`config.mk`:
```
export PLATFORM = sky130hd
export DESIGN_NAME = wash_phase_controller
export DESIGN_NICKNAME = d
export VERILOG_FILES = /design/src/rtl/wash_phase_controller.sv
export SDC_FILE = /design/constraint.sdc
export NUM_CORES = 1
export LEC_CHECK = 0
export BUFFER_PORTS_ARGS = -buffer_cell sky130_fd_sc_hd__buf_2
export CAP_MARGIN = 0
export CORE_UTILIZATION = 62
export DETAILED_ROUTE_END_ITERATION = 16
export MAX_ROUTING_LAYER = met4
export PLACE_DENSITY_LB_ADDON = 0.3
export SYNTH_ARGS = -nofsm -noshare
export SYNTH_HDL_FRONTEND = slang
export SYNTH_SLANG_ARGS = --single-unit
```
`constraint.sdc`:
```
create_clock -name cp -period 6.55 [get_ports cp]
set_clock_uncertainty 0.15 [all_clocks]
set_input_delay 1.31 -clock cp [delete_from_list [all_inputs] [get_ports cp]]
set_output_delay 1.31 -clock cp [all_outputs]
set_load 0.05 [all_outputs]
```
`src/rtl/wash_phase_controller.sv`:
```
// Washing-machine cycle controller: power-on init countdown, idle, wash/rinse/spin
// phases with programmable durations and rinse repeats, pause/resume with door
// interlock, finish alarm and power-off. All timing comes from an internal tick
// prescaler driving a shared per-state countdown (remain).
module wash_phase_controller #(
  parameter int TIME_W      = 4,
  parameter int TICK_DIV    = 2,
  parameter int INIT_TIME   = 5,
  parameter int FINISH_TIME = 5
) (
  input  logic              cp,
  input  logic              resetBtn,
  input  logic              runBtn,
  input  logic              openBtn,
  input  logic [2:0]        modeSel,
  input  logic [TIME_W-1:0] washTime,
  input  logic [TIME_W-1:0] rinseTime,
  input  logic [TIME_W-1:0] spinTime,
  input  logic [1:0]        rinseCnt,
  output logic [2:0]        state,
  output logic [TIME_W-1:0] remain,
  output logic [1:0]        rinseLeft,
  output logic              doorLock,
  output logic              beep
);

  typedef enum logic [2:0] {
    ST_INIT   = 3'd0,
    ST_IDLE   = 3'd1,
    ST_WASH   = 3'd2,
    ST_RINSE  = 3'd3,
    ST_SPIN   = 3'd4,
    ST_PAUSE  = 3'd5,
    ST_FINISH = 3'd6,
    ST_OFF    = 3'd7
  } state_t;

  // Where the phase search starts: the next candidate after the given point.
  localparam logic [1:0] FROM_START = 2'd0;
  localparam logic [1:0] FROM_WASH  = 2'd1;
  localparam logic [1:0] FROM_RINSE = 2'd2;
  localparam logic [1:0] FROM_SPIN  = 2'd3;

  localparam int                PRESC_W     = (TICK_DIV > 1) ? $clog2(TICK_DIV) : 1;
  localparam logic [PRESC_W-1:0] PRESC_LAST = PRESC_W'(TICK_DIV - 1);
  localparam logic [PRESC_W-1:0] PRESC_ONE  = PRESC_W'(1);
  localparam logic [TIME_W-1:0] INIT_LOAD   = TIME_W'(INIT_TIME);
  localparam logic [TIME_W-1:0] FINISH_LOAD = TIME_W'(FINISH_TIME);
  localparam logic [TIME_W-1:0] ONE         = TIME_W'(1);

  state_t              state_reg, state_next;
  state_t              saved_reg, saved_next;
  logic [PRESC_W-1:0]  presc_reg, presc_next;
  logic                run_prev_reg;
  logic [TIME_W-1:0]   remain_reg, remain_next;
  logic [1:0]          rinse_left_reg, rinse_left_next;
  logic                door_lock_reg, door_lock_next;
  logic                beep_reg, beep_next;
  logic [2:0]          mode_reg, mode_next;
  logic [TIME_W-1:0]   wash_t_reg, wash_t_next;
  logic [TIME_W-1:0]   rinse_t_reg, rinse_t_next;
  logic [TIME_W-1:0]   spin_t_reg, spin_t_next;
  logic [1:0]          rinse_cnt_reg, rinse_cnt_next;

  logic                tick;
  logic                run_edge;
  logic                enter_en;
  logic [1:0]          enter_from;
  state_t              enter_tgt;

  // In IDLE the live inputs are the configuration being latched this edge;
  // everywhere else only the latched copy counts.
  logic [2:0]          cfg_mode;
  logic [TIME_W-1:0]   cfg_wash, cfg_rinse, cfg_spin;
  logic [1:0]          cfg_rcnt;

  assign tick      = (presc_reg == PRESC_LAST);
  assign run_edge  = runBtn & ~run_prev_reg;
  assign cfg_mode  = (state_reg == ST_IDLE) ? modeSel   : mode_reg;
  assign cfg_wash  = (state_reg == ST_IDLE) ? washTime  : wash_t_reg;
  assign cfg_rinse = (state_reg == ST_IDLE) ? rinseTime : rinse_t_reg;
  assign cfg_spin  = (state_reg == ST_IDLE) ? spinTime  : spin_t_reg;
  assign cfg_rcnt  = (state_reg == ST_IDLE) ? rinseCnt  : rinse_cnt_reg;

  // First enabled, non-zero-length phase after the given point; FINISH if none.
  function automatic state_t pick_phase(input logic [1:0]        from,
                                        input logic [2:0]        mode,
                                        input logic [TIME_W-1:0] wt,
                                        input logic [TIME_W-1:0] rt,
                                        input logic [TIME_W-1:0] st,
                                        input logic [1:0]        rc);
    state_t res;
    res = ST_FINISH;
    if (from <= FROM_RINSE && mode[2] && st != '0) res = ST_SPIN;
    if (from <= FROM_WASH && mode[1] && rt != '0 && rc != 2'd0) res = ST_RINSE;
    if (from == FROM_START && mode[0] && wt != '0) res = ST_WASH;
    return res;
  endfunction

  // Next-state and next-output computation for the whole cycle.
  always_comb begin
    state_next      = state_reg;
    saved_next      = saved_reg;
    remain_next     = remain_reg;
    rinse_left_next = rinse_left_reg;
    door_lock_next  = door_lock_reg;
    beep_next       = beep_reg;
    mode_next       = mode_reg;
    wash_t_next     = wash_t_reg;
    rinse_t_next    = rinse_t_reg;
    spin_t_next     = spin_t_reg;
    rinse_cnt_next  = rinse_cnt_reg;
    enter_en        = 1'b0;
    enter_from      = FROM_START;
    enter_tgt       = ST_FINISH;

    case (state_reg)
      ST_INIT: begin
        if (tick) begin
          if (remain_reg == ONE) begin
            state_next  = ST_IDLE;
            remain_next = '0;
          end else begin
            remain_next = remain_reg - ONE;
          end
        end
      end

      ST_IDLE: begin
        if (run_edge && !openBtn && modeSel != 3'd0) begin
          mode_next      = modeSel;
          wash_t_next    = washTime;
          rinse_t_next   = rinseTime;
          spin_t_next    = spinTime;
          rinse_cnt_next = rinseCnt;
          door_lock_next = 1'b1;
          enter_en       = 1'b1;
          enter_from     = FROM_START;
        end
      end

      ST_WASH, ST_RINSE, ST_SPIN: begin
        // A pause request wins over an expiry on the same edge.
        if (run_edge) begin
          state_next = ST_PAUSE;
          saved_next = state_reg;
        end else if (tick) begin
          if (remain_reg != ONE) begin
            remain_next = remain_reg - ONE;
          end else if (state_reg == ST_RINSE && rinse_left_reg > 2'd1) begin
            rinse_left_next = rinse_left_reg - 2'd1;
            remain_next     = rinse_t_reg;
          end else begin
            rinse_left_next = 2'd0;
            enter_en        = 1'b1;
            case (state_reg)
              ST_WASH:  enter_from = FROM_WASH;
              ST_RINSE: enter_from = FROM_RINSE;
              default:  enter_from = FROM_SPIN;
            endcase
          end
        end
      end

      ST_PAUSE: begin
        door_lock_next = ~openBtn;
        if (run_edge && !openBtn) begin
          state_next     = saved_reg;
          door_lock_next = 1'b1;
        end
      end

      ST_FINISH: begin
        if (tick) begin
          if (remain_reg == ONE) begin
            state_next      = ST_OFF;
            remain_next     = '0;
            beep_next       = 1'b0;
            door_lock_next  = 1'b0;
            rinse_left_next = 2'd0;
          end else begin
            remain_next = remain_reg - ONE;
          end
        end
      end

      default: begin
        remain_next     = '0;
        rinse_left_next = 2'd0;
        door_lock_next  = 1'b0;
        beep_next       = 1'b0;
      end
    endcase

    // Phase entry, including same-edge skipping of disabled/empty phases.
    if (enter_en) begin
      enter_tgt  = pick_phase(enter_from, cfg_mode, cfg_wash, cfg_rinse, cfg_spin, cfg_rcnt);
      state_next = enter_tgt;
      case (enter_tgt)
        ST_WASH:  remain_next = cfg_wash;
        ST_RINSE: begin
          remain_next     = cfg_rinse;
          rinse_left_next = cfg_rcnt;
        end
        ST_SPIN:  remain_next = cfg_spin;
        default: begin
          remain_next    = FINISH_LOAD;
          beep_next      = 1'b1;
          door_lock_next = 1'b0;
        end
      endcase
    end

    // Restarting the prescaler on every state change makes each state last
    // exactly its load value times TICK_DIV, and discards a pending tick on pause.
    if (tick || state_next != state_reg) presc_next = '0;
    else                                 presc_next = presc_reg + PRESC_ONE;
  end

  // State and registered outputs; reset takes effect without a clock.
  always_ff @(posedge cp or negedge resetBtn) begin
    if (!resetBtn) begin
      state_reg      <= ST_INIT;
      saved_reg      <= ST_WASH;
      presc_reg      <= '0;
      run_prev_reg   <= 1'b0;
      remain_reg     <= INIT_LOAD;
      rinse_left_reg <= 2'd0;
      door_lock_reg  <= 1'b0;
      beep_reg       <= 1'b0;
      mode_reg       <= 3'd0;
      wash_t_reg     <= '0;
      rinse_t_reg    <= '0;
      spin_t_reg     <= '0;
      rinse_cnt_reg  <= 2'd0;
    end else begin
      state_reg      <= state_next;
      saved_reg      <= saved_next;
      presc_reg      <= presc_next;
      run_prev_reg   <= runBtn;
      remain_reg     <= remain_next;
      rinse_left_reg <= rinse_left_next;
      door_lock_reg  <= door_lock_next;
      beep_reg       <= beep_next;
      mode_reg       <= mode_next;
      wash_t_reg     <= wash_t_next;
      rinse_t_reg    <= rinse_t_next;
      spin_t_reg     <= spin_t_next;
      rinse_cnt_reg  <= rinse_cnt_next;
    end
  end

  assign state     = state_reg;
  assign remain    = remain_reg;
  assign rinseLeft = rinse_left_reg;
  assign doorLock  = door_lock_reg;
  assign beep      = beep_reg;

endmodule
```
==> Flow_metrics.wiki, run 1 <==
{| class="wikitable"
! Metric !! Value
|-
| Clock tree from TritonCTS || yes
|-
| Vert. Die Dim || 64.02 um
|-
| Cell row count || 22
|-
| Hold Path Cell Cnt || 1
|-
| Initial drt markers || 256
|-
| Delay of the slowest cell on the worst path || 0.85 ns
|-
| Number of top-level design ports || 32
|-
| Combined area of all synthesized cells || 2385 um^2
|-
| Portion of the clock cycle consumed by the worst path in the final layout || 53.37%
|-
| Drt wl/cell || 18.22 um
|-
| Critical-path cell with the highest stage delay || sky130_fd_sc_hd__o311a_1
|-
| R2R Path End || presc_reg$_DFF_PN0_
|-
| Cell area after layout || 2625 um^2
|-
| Final routed wirelength across all metal layers || 5830 um
|-
| Cell Pwr Density || 431.9 nW/um^2
|-
| FFs w/ async S/R, synth || 100.0%
|-
| Clock buffer depth || 2
|-
| First-pass DRT Iterations || 5
|-
| Worst R2R Path Depth || 7
|-
| Maximum achievable frequency || 0.2861 GHz
|-
| Max-slew violations || 0
|-
| Area of the core || 3689 um^2
|-
| Max Cap Viol || 0
|-
| DIE AREA || 4099 um^2
|-
| Setup slack after layout || 3.055 ns
|-
| Die width || 64.02 um
|-
| Cell variety after synth || 69
|-
| Ratio of cells with drive above 1 in the final layout || 26.47%
|-
| Total power consumption of the routed design || 1.134 mW
|-
| Total grt overflow || 0
|-
| Worst slack after detailed placement || 2.816 ns
|-
| Worst-skew pair later-pin latency || 0.28 ns
|-
| Buffering stage count on the worst path with inverters included || 1
|-
| Final weighted congestion of routability-driven global placement || 0.9137
|-
| Wire length of the first global-routing pass || 9791 um
|-
| Launching point of the worst reg2reg path || remain[0]$_DFFE_PN1P_
|-
| Number of inserted diodes || 0
|-
| Synthesized area per cell || 9.539 um^2
|-
| Non-filler instance count after layout || 320
|-
| Worst min-delay path startpoint || beep$_DFF_PN0_
|-
| Number of remaining DRC errors || 0
|-
| Initial core utilization || 64.65%
|-
| Number of sinks on the clock net || 33
|-
| Leakage power || 1.038 nW
|-
| Highest ir drop seen on vdd || 255.8 uV
|-
| Aggregate negative setup slack || 0 ns
|-
| RSZ-0062 raised after global routing || no
|-
| H-tree depth reported by CTS || 2
|-
| Final number of hold-violating endpoints || 0
|-
| Final net count || 295
|-
| Post-CTS Resized || 0
|-
| Number of setup violations in the final report || 0
|-
| CP Class || in2reg
|-
| Synthesized instance count || 250
|-
| Outcome || finished clean
|-
| Clock Root Buffer || sky130_fd_sc_hd__clkbuf_8
|-
| Multi-input combinational cell area || 1423 um^2
|-
| Area added between synthesis and finish || 10.07%
|-
| CTS clk-pin slew, worst paths || 0.07 ns
|-
| Number of global-route vias before repair || 2030
|-
| Antenna violations before repair || 0
|-
| Crit path arrival time || 3.56 ns
|-
| Pin count of the biggest net entering global routing || 34
|-
| Hold WC Path Type || reg2reg
|-
| Post-placement cell area || 2509 um^2
|-
| Normalized max-slew margin || 35.86%
|-
| Synthesized netlist net count || 274
|-
| Routed Antenna Nets || 0
|-
| Critical path endpoint category || flip-flop
|-
| Post-synthesis register bit count || 33
|-
| Worst EP required || 6.61 ns
|-
| Sequence of cells on the critical path || buf_2 > nor3b_1 > o311a_1 > nor2_1 > o21ai_1 > mux2_2 > o32a_1
|-
| Crit path max-delay family || compound AO/OA/AOI/OAI gates
|-
| Most common flop cell mapped by yosys || sky130_fd_sc_hd__dfrtp_1
|-
| Worst Hold Endpoint || beep$_DFF_PN0_
|-
| Maximum fanout encountered on the critical timing path || 21
|-
| Launching element type of the critical path || primary input
|-
| Number of buffers added by the clock tree synthesis step || 5
|-
| Combined global-route utilization of all metal layers || 32.19%
|-
| Post-CTS Setup Repair Bufs || 0
|-
| Combined flip-flop and latch cell area || 829.5 um^2
|-
| Via density || 6.763
|-
| Yosys Warn Count || 0
|-
| Port Buffer Count || 31
|-
| Hold slack final || 0.3461 ns
|-
| Post-synthesis sequential area ratio || 34.78%
|-
| Half-perimeter wire length after placement || 4141 um
|-
| Time the final worst path needs with I/O delays and setup || 3.495 ns
|-
| Final core area utilization || 71.17%
|-
| Worst setup slack for register-to-register paths || 3.22 ns
|-
| Transition time at the pin with the least slew margin || 0.9620 ns
|-
| Cell total after placement || 312
|-
| # hold bufs at CTS || 0
|-
| Fill cell count || 304
|-
| Vias post-DR || 2164
|-
| Number of flops mapped to enable cells by yosys || 0
|}
[layout by cell type (no fill, tap or decap), drive strengths merged, types with 4 or more instances in the layout]
master	synthesis	final
o22ai	4	4
o211ai	5	5
clkbuf	8	7
o41ai	4	4
and2	4	4
nand2b	6	6
inv	9	9
nor2	12	12
nand3	6	6
nand2	14	14
dfrtp	30	30
buf	10	32
nor3b	5	5
mux2	18	18
nor3	8	8
o21ai	15	15
a21oi	11	11
mux2i	13	13
a221oi	4	4
[Yosys cell counts, types with 6 or more instances]
cell                       number  share of area (%)
sky130_fd_sc_hd__dfrtp_1       30                 31
sky130_fd_sc_hd__inv_1          9                1.4
sky130_fd_sc_hd__nand3_1        6                1.3
sky130_fd_sc_hd__mux2i_1       13                5.5
sky130_fd_sc_hd__nand2_1       14                2.2
sky130_fd_sc_hd__mux2_2        18                8.5
sky130_fd_sc_hd__nand2b_1       6                1.6
sky130_fd_sc_hd__nor2_1        12                1.9
sky130_fd_sc_hd__clkbuf_1       8                1.3
sky130_fd_sc_hd__o21ai_0       14                2.9
sky130_fd_sc_hd__a21oi_1       11                2.3
sky130_fd_sc_hd__nor3_1         7                1.5
[metal layers]
metal / track usage (%) / vias up / part of all wire, %
met1: 43.32 / 1039 / 42
li1: - / 1006 / -
met4: 10.51 / 0 / 2.3
met5: - / - / 0
met3: 4.464 / 15 / 5.8
met2: 50.13 / 104 / 49
[power by group]
group / internal [mW] / switching, mW
logic: 0.235 / 0.310
registers: 0.284 / 0.108
clock network: 0.124 / 0.0731
[worst max path at each step]
stage | start | endpoint | slack (ns) | depth (start not counted)
2_1_floorplan | runBtn | presc_reg$_DFF_PN0_ | 3.32 | 7
3_3_place_gp | openBtn | remain[0]$_DFFE_PN1P_ | 2.91 | 7
3_5_place_dp | openBtn | remain[0]$_DFFE_PN1P_ | 2.82 | 7
4_1_cts | openBtn | remain[0]$_DFFE_PN1P_ | 3.10 | 7
5_1_grt | openBtn | presc_reg$_DFF_PN0_ | 2.91 | 7
6_report | openBtn | remain[0]$_DFFE_PN1P_ | 3.05 | 7
[worst register-to-register path, stage by stage, from the launching register on]
cell and delay (ns):
sky130_fd_sc_hd__dfstp_2 0.58, sky130_fd_sc_hd__ha_1 0.18, sky130_fd_sc_hd__nor3b_4 0.59, sky130_fd_sc_hd__nand3_1 0.34, sky130_fd_sc_hd__nor2_1 0.47, sky130_fd_sc_hd__o211ai_2 0.23
sky130_fd_sc_hd__a311o_1 0.42, sky130_fd_sc_hd__a2111oi_2 0.28
[area by class of cell]
type,instances,share of cell area (%)
clock buffers,7,3.289
clock inverters,1,1.144
inverters,9,1.287
multi-input cells,190,54.19
flip-flops and latches,33,31.60
well taps,48,2.288
repair buffers,32,6.196
[cell families after synthesis]
| kind of cell | synth area share [%] |
|---|---|
| fa+ha+maj | 1.574 |
| compound gates | 26.81 |
| mux | 13.96 |
| flops | 34.79 |
| simple gates | 16.95 |
| buf+inv | 5.561 |
| xor+xnor | 0.3673 |
No activity file was read; power rests on OpenSTA's default activity.
==> run 2, diff against run 1 <==
- CORE_UTILIZATION: 62 -> 52
- clock period: 6.55 -> 3.21 ns (I/O delays scaled with it)
==> Flow_metrics.wiki, run 2 (synthesis results as in run 1) <==
{| class="wikitable"
! Metric !! Value
|-
| H-tree depth reported by CTS || 2 (unchanged)
|-
| DIE AREA || 4861 um^2 (+19%)
|-
| R2R Path End || presc_reg$_DFF_PN0_
|-
| Dominant cell type by count on the critical path || sky130_fd_sc_hd__o211ai_2
|-
| Total grt overflow || 0 (unchanged)
|-
| Area of the core || 4384 um^2 (+19%)
|-
| Clock tree from TritonCTS || yes
|-
| Final number of hold-violating endpoints || 0 (unchanged)
|-
| Antenna violations before repair || 0 (unchanged)
|-
| Area added between synthesis and finish || 13.22%
|-
| Vert. Die Dim || 69.72 um (+8.9%)
|-
| Drt wl/cell || 18.08 um (-0.74%)
|-
| Port Buffer Count || 31 (unchanged)
|-
| Max Cap Viol || 0 (unchanged)
|-
| CTS clk-pin slew, worst paths || 0.08 ns (about the same)
|-
| Clock Root Buffer || sky130_fd_sc_hd__clkbuf_8
|-
| Ratio of cells with drive above 1 in the final layout || 28.67% (+2.2 points)
|-
| Time the final worst path needs with I/O delays and setup || 2.976 ns
|-
| First-pass DRT Iterations || 4 (-1)
|-
| Post-CTS Resized || 0 (unchanged)
|-
| Clock buffer depth || 2 (unchanged)
|-
| Final net count || 302 (+2.4%)
|-
| Maximum fanout encountered on the critical timing path || 11 (-48%)
|-
| Net switching component of the power || 1.024 mW (+110%)
|-
| Maximum achievable frequency || 0.3361 GHz
|-
| Number of inserted diodes || 0 (unchanged)
|-
| Most common cell after layout, fill and taps aside || sky130_fd_sc_hd__buf_2
|-
| Sequence of cells on the critical path || ha_1 > nor3b_4 > or4b_1 > o211ai_2 > o211ai_2 > a311o_1 > a2111oi_2
|-
| Delay of the slowest cell on the worst path || 0.58 ns (-0.27 ns)
|-
| Crit path arrival time || 3.01 ns (-0.55 ns)
|-
| Outcome || finished clean
|-
| Post-placement cell area || 2566 um^2 (+2.3%)
|-
| Die width || 69.72 um (+8.9%)
|-
| Top library cells by usage in the layout, fill and taps aside || sky130_fd_sc_hd__buf_2, sky130_fd_sc_hd__dfrtp_1, sky130_fd_sc_hd__mux2_2
|-
| Via density || 6.387 (-5.6%)
|-
| Transition time at the pin with the least slew margin || 0.7675 ns (-0.1945 ns)
|-
| Switching power share of the total || 42.43% (-0.86 points)
|-
| Highest ir drop seen on vdd || 415.4 uV (+62%)
|-
| Wire length of the first global-routing pass || 9887 um (+0.98%)
|-
| Initial drt markers || 247 (-3.5%)
|-
| Part of the total power dissipated in sequential elements || 31.9% (-2.7 points)
|-
| Half-perimeter wire length after placement || 4415 um (+6.6%)
|-
| Number of remaining DRC errors || 0 (unchanged)
|-
| Worst-skew pair later-pin latency || 0.30 ns (+0.02 ns)
|-
| Buffering stage count on the worst path with inverters included || 0 (-1)
|-
| Comb pwr share || 48.4% (+0.4 points)
|-
| Pin count of the biggest net entering global routing || 34 (unchanged)
|-
| RSZ-0062 raised after global routing || no
|-
| Critical-path cell with the highest stage delay || sky130_fd_sc_hd__dfstp_2
|-
| Aggregate negative setup slack || 0 ns (unchanged)
|-
| Post-CTS Setup Repair Bufs || 0 (unchanged)
|-
| Combined global-route utilization of all metal layers || 26.52% (-5.7 points)
|-
| Worst setup slack for register-to-register paths || 0.23 ns (-2.99 ns)
|-
| Launching point of the worst reg2reg path || remain[0]$_DFFE_PN1P_
|-
| Clock power share || 19.7% (+2.3 points)
|-
| Cell Pwr Density || 893.6 nW/um^2 (+110%)
|-
| Number of global-route vias before repair || 2012 (-0.89%)
|-
| Hold slack final || 0.2662 ns (-0.07990 ns)
|-
| Hold WC Path Type || in2async
|-
| CP Class || reg2reg
|-
| Initial core utilization || 54.39% (-10 points)
|-
| Number of top-level design ports || 32 (unchanged)
|-
| Number of buffers added by the clock tree synthesis step || 5 (unchanged)
|-
| Worst R2R Path Depth || 7 (unchanged)
|-
| Final core area utilization || 61.59% (-9.6 points)
|-
| Number of setup violations in the final report || 0 (unchanged)
|-
| Total power consumption of the routed design || 2.413 mW (+110%)
|-
| Leakage power || 1.082 nW (+4.2%)
|-
| Worst EP required || 3.24 ns (-3.37 ns)
|-
| Number of sinks on the clock net || 33 (unchanged)
|-
| Vias post-DR || 2114 (-2.3%)
|-
| Final routed wirelength across all metal layers || 5986 um (+2.7%)
|-
| Routed Antenna Nets || 0 (unchanged)
|-
| Critical path endpoint category || flip-flop
|-
| Cell row count || 24 (+9.1%)
|-
| Launching element type of the critical path || flip-flop
|-
| # hold bufs at CTS || 0 (unchanged)
|-
| Crit path max-delay family || compound AO/OA/AOI/OAI gates
|-
| Cell area after layout || 2700 um^2 (+2.9%)
|-
| Final weighted congestion of routability-driven global placement || 0.9485 (+3.8%)
|-
| Portion of the clock cycle consumed by the worst path in the final layout || 92.70%
|-
| Normalized max-slew margin || 48.83% (+13 points)
|-
| Max-slew violations || 0 (unchanged)
|-
| Internal power summed over all cells || 1.389 mW (+120%)
|}
run 2: changes by cell type in the layout (fill, tap and decap cells not counted), sizes merged:
cell / change
buf: +7
bufinv: +1
clkbuf: -2
clkinv: +1
run 2: final cells by class:
class / count / area, um^2
tap: 52 / 65.06
inverter: 9 / 33.78
timing repair buffer: 39 / 215.2
clock inverter: 3 / 65.06
sequential: 33 / 829.5
multi-input combinational: 190 / 1423
clock buffer: 5 / 68.82
fill: 375 / 1684
run 2: per-layer routing:
layer | GRT usage [%] | part of all wire [%]
met4 | 6.889 | 1.4
met3 | 4.360 | 5.9
met2 | 40.45 | 47
met1 | 37.00 | 46
met5 | - | 0
run 2: power by group through the flow:
stage | logic [mW] | registers (mW) | clock network (mW)
after floorplan | 0.820 | 0.852 | 0
after global routing | 1.27 | 0.795 | 0.492
final | 1.17 | 0.770 | 0.475
after detailed placement | 1.16 | 0.773 | 0
after global placement | 1.14 | 0.768 | 0
after CTS | 1.16 | 0.767 | 0.477
run 2: through the flow:
| step | cells | worst slack [ns] |
|---|---|---|
| floorplan | 250 | 0.4104 |
| global placement | 323 | 0.3453 |
| detailed placement | 323 | 0.2853 |
| global route | 331 | 0.03878 |
| CTS | 331 | 0.2508 |
| finish | 331 | 0.2343 |
run 2: how the worst max path moves through the flow:
stage,from,to,slack [ns],cells after the start
global route,remain[0]$_DFFE_PN1P_,presc_reg$_DFF_PN0_,0.04,7
finish,remain[0]$_DFFE_PN1P_,presc_reg$_DFF_PN0_,0.23,7
global placement,remain[0]$_DFFE_PN1P_,presc_reg$_DFF_PN0_,0.35,7
detailed placement,remain[0]$_DFFE_PN1P_,presc_reg$_DFF_PN0_,0.29,7
floorplan,remain[1]$_DFFE_PN0P_,presc_reg$_DFF_PN0_,0.41,8
CTS,remain[0]$_DFFE_PN1P_,presc_reg$_DFF_PN0_,0.25,7
run 2: worst reg2reg max path, stage by stage (launching register included):
cell                        delay, ns
sky130_fd_sc_hd__dfstp_2         0.58
sky130_fd_sc_hd__ha_1            0.18
sky130_fd_sc_hd__nor3b_4         0.33
sky130_fd_sc_hd__or4b_1          0.51
sky130_fd_sc_hd__o211ai_2        0.21
sky130_fd_sc_hd__o211ai_2        0.21
sky130_fd_sc_hd__a311o_1         0.41
sky130_fd_sc_hd__a2111oi_2       0.28
==> run 3, diff against run 2 <==
- CORE_UTILIZATION: 52 -> 40
==> Flow_metrics.wiki, run 3 (synthesis results as in run 1) <==
{| class="wikitable"
! Metric !! Value
|-
| Outcome || finished clean
|-
| Wire length of the first global-routing pass || 10010 um (+1.2%)
|-
| Crit path max-delay family || simple AND/OR/NAND/NOR gates
|-
| Setup slack after layout || 0.2323 ns (-0.001948 ns)
|-
| Final weighted congestion of routability-driven global placement || 0.8850 (-6.7%)
|-
| Sequence of cells on the critical path || ha_1 > nor3b_4 > nand3_1 > nor2_1 > o211ai_2 > a311o_1 > a2111oi_2
|-
| Number of inserted diodes || 0 (unchanged)
|-
| Total power consumption of the routed design || 2.249 mW (-6.8%)
|-
| Number of global-route vias before repair || 1984 (-1.4%)
|-
| Worst-skew pair later-pin latency || 0.28 ns (-0.02 ns)
|-
| Leakage power || 1.068 nW (-1.3%)
|-
| Top library cells by usage in the layout, fill and taps aside || sky130_fd_sc_hd__buf_2, sky130_fd_sc_hd__dfrtp_1, sky130_fd_sc_hd__mux2_2
|-
| Delay of the slowest cell on the worst path || 0.57 ns (about the same)
|-
| Maximum achievable frequency || 0.3358 GHz (about the same)
|-
| Clock Root Buffer || sky130_fd_sc_hd__clkbuf_8
|-
| Port Buffer Count || 31 (unchanged)
|-
| Combined flip-flop and latch cell area || 829.5 um^2 (unchanged)
|-
| Cell Pwr Density || 836.5 nW/um^2 (-6.4%)
|-
| Pin count of the biggest net entering global routing || 34 (unchanged)
|-
| Most common cell after layout, fill and taps aside || sky130_fd_sc_hd__buf_2
|-
| Drt wl/cell || 17.02 um (-5.9%)
|-
| CP Class || reg2reg
|-
| Cell area after layout || 2689 um^2 (-0.42%)
|-
| Worst slack after detailed placement || 0.2960 ns (+0.01069 ns)
|-
| H-tree depth reported by CTS || 2 (unchanged)
|-
| Number of top-level design ports || 32 (unchanged)
|-
| Antenna violations before repair || 0 (unchanged)
|-
| DIE AREA || 6275 um^2 (+29%)
|-
| Normalized max-slew margin || 50.81% (+2.0 points)
|-
| Vias post-DR || 2148 (+1.6%)
|-
| Total grt overflow || 0 (unchanged)
|-
| Max Cap Viol || 0 (unchanged)
|-
| Critical path endpoint category || flip-flop
|-
| Highest ir drop seen on vdd || 361.2 uV (-13%)
|-
| Final net count || 304 (+0.66%)
|-
| Worst EP required || 3.24 ns (about the same)
|-
| Max-slew violations || 0 (unchanged)
|-
| Cell row count || 27 (+13%)
|-
| Cell total after placement || 345 (+6.8%)
|-
| RSZ-0062 raised after global routing || no
|-
| Post-placement cell area || 2606 um^2 (+1.6%)
|-
| Multi-input combinational cell area || 1423 um^2 (unchanged)
|-
| # hold bufs at CTS || 0 (unchanged)
|-
| Final routed wirelength across all metal layers || 6007 um (+0.35%)
|-
| Critical-path cell with the highest stage delay || sky130_fd_sc_hd__dfstp_2
|-
| Number of buffers added by the clock tree synthesis step || 5 (unchanged)
|-
| Clock buffer depth || 2 (unchanged)
|-
| Transition time at the pin with the least slew margin || 0.7379 ns (-0.02965 ns)
|-
| Die width || 79.22 um (+14%)
|-
| Final number of hold-violating endpoints || 0 (unchanged)
|-
| Initial core utilization || 42.27% (-12 points)
|-
| Vert. Die Dim || 79.22 um (+14%)
|-
| Launching element type of the critical path || flip-flop
|-
| Via density || 6.085 (-4.7%)
|-
| Post-CTS Setup Repair Bufs || 0 (unchanged)
|-
| Aggregate negative setup slack || 0 ns (unchanged)
|-
| First-pass DRT Iterations || 4 (unchanged)
|-
| Ratio of cells with drive above 1 in the final layout || 28.83% (+0.15 points)
|-
| Routed Antenna Nets || 0 (unchanged)
|-
| Initial drt markers || 214 (-13%)
|-
| Hold WC Path Type || in2async
|-
| Crit path arrival time || 3.01 ns (about the same)
|-
| Area of the core || 5642 um^2 (+29%)
|-
| Area added between synthesis and finish || 12.75%
|-
| Fill cell count || 535 (+43%)
|-
| Number of sinks on the clock net || 33 (unchanged)
|-
| Post-CTS Resized || 0 (unchanged)
|-
| Portion of the clock cycle consumed by the worst path in the final layout || 92.76% (about the same)
|-
| Time the final worst path needs with I/O delays and setup || 2.978 ns (+0.001948 ns)
|-
| Half-perimeter wire length after placement || 4540 um (+2.8%)
|-
| Combined global-route utilization of all metal layers || 21.07% (-5.4 points)
|-
| Non-filler instance count after layout || 353 (+6.6%)
|-
| Clock tree from TritonCTS || yes
|-
| Number of remaining DRC errors || 0 (unchanged)
|-
| Maximum fanout encountered on the critical timing path || 7 (-4)
|-
| CTS clk-pin slew, worst paths || 0.07 ns (about the same)
|-
| Final core area utilization || 47.66% (-14 points)
|-
| Buffering stage count on the worst path with inverters included || 0 (unchanged)
|-
| Number of setup violations in the final report || 0 (unchanged)
|-
| Hold slack final || 0.2678 ns (+0.001649 ns)
|}
-- run 3: cell count changes in the layout (fill, tap and decap cells not counted) --
cell                        delta
sky130_fd_sc_hd__clkinv_2      +1
sky130_fd_sc_hd__bufinv_16     -2
sky130_fd_sc_hd__clkbuf_1      +1
sky130_fd_sc_hd__buf_4         +2
-- run 3: worst paths after layout --
check	startpoint	endpoint	slack (ns)	cells past startpoint
max in group asynchronous	resetBtn	spin_t_reg[0]$_DFFE_PN0P_	2.17	1
min	resetBtn	mode_reg[0]$_DFFE_PN0P_	0.27	1
min reg2reg	beep$_DFF_PN0_	beep$_DFF_PN0_	0.32	1
min in group cp	beep$_DFF_PN0_	beep$_DFF_PN0_	0.32	1
max reg2reg	remain[0]$_DFFE_PN1P_	presc_reg$_DFF_PN0_	0.23	7
max	remain[0]$_DFFE_PN1P_	presc_reg$_DFF_PN0_	0.23	7
-- run 3: per-layer routing --
layer | up-vias | track usage (%) | wire, um
li1 | 1027 | - | -
met1 | 1019 | 28.75 | 2765
met2 | 93 | 32.16 | 2742
met3 | 9 | 4.368 | 421
met4 | 0 | 4.727 | 78
met5 | - | - | 0
-- run 3: power by group --
part           switching [mW]  internal, mW
clock network           0.153         0.150
logic                   0.684         0.510
registers               0.171         0.581
-- run 3: final cells by class --
type                       instances  share of cell area, %
tap                               72                  3.350
clock inverter                     2                 0.3723
inverter                           9                  1.256
clock buffer                       6                  2.699
timing repair buffer              41                  8.562
sequential                        33                  30.85
multi-input combinational        190                  52.91
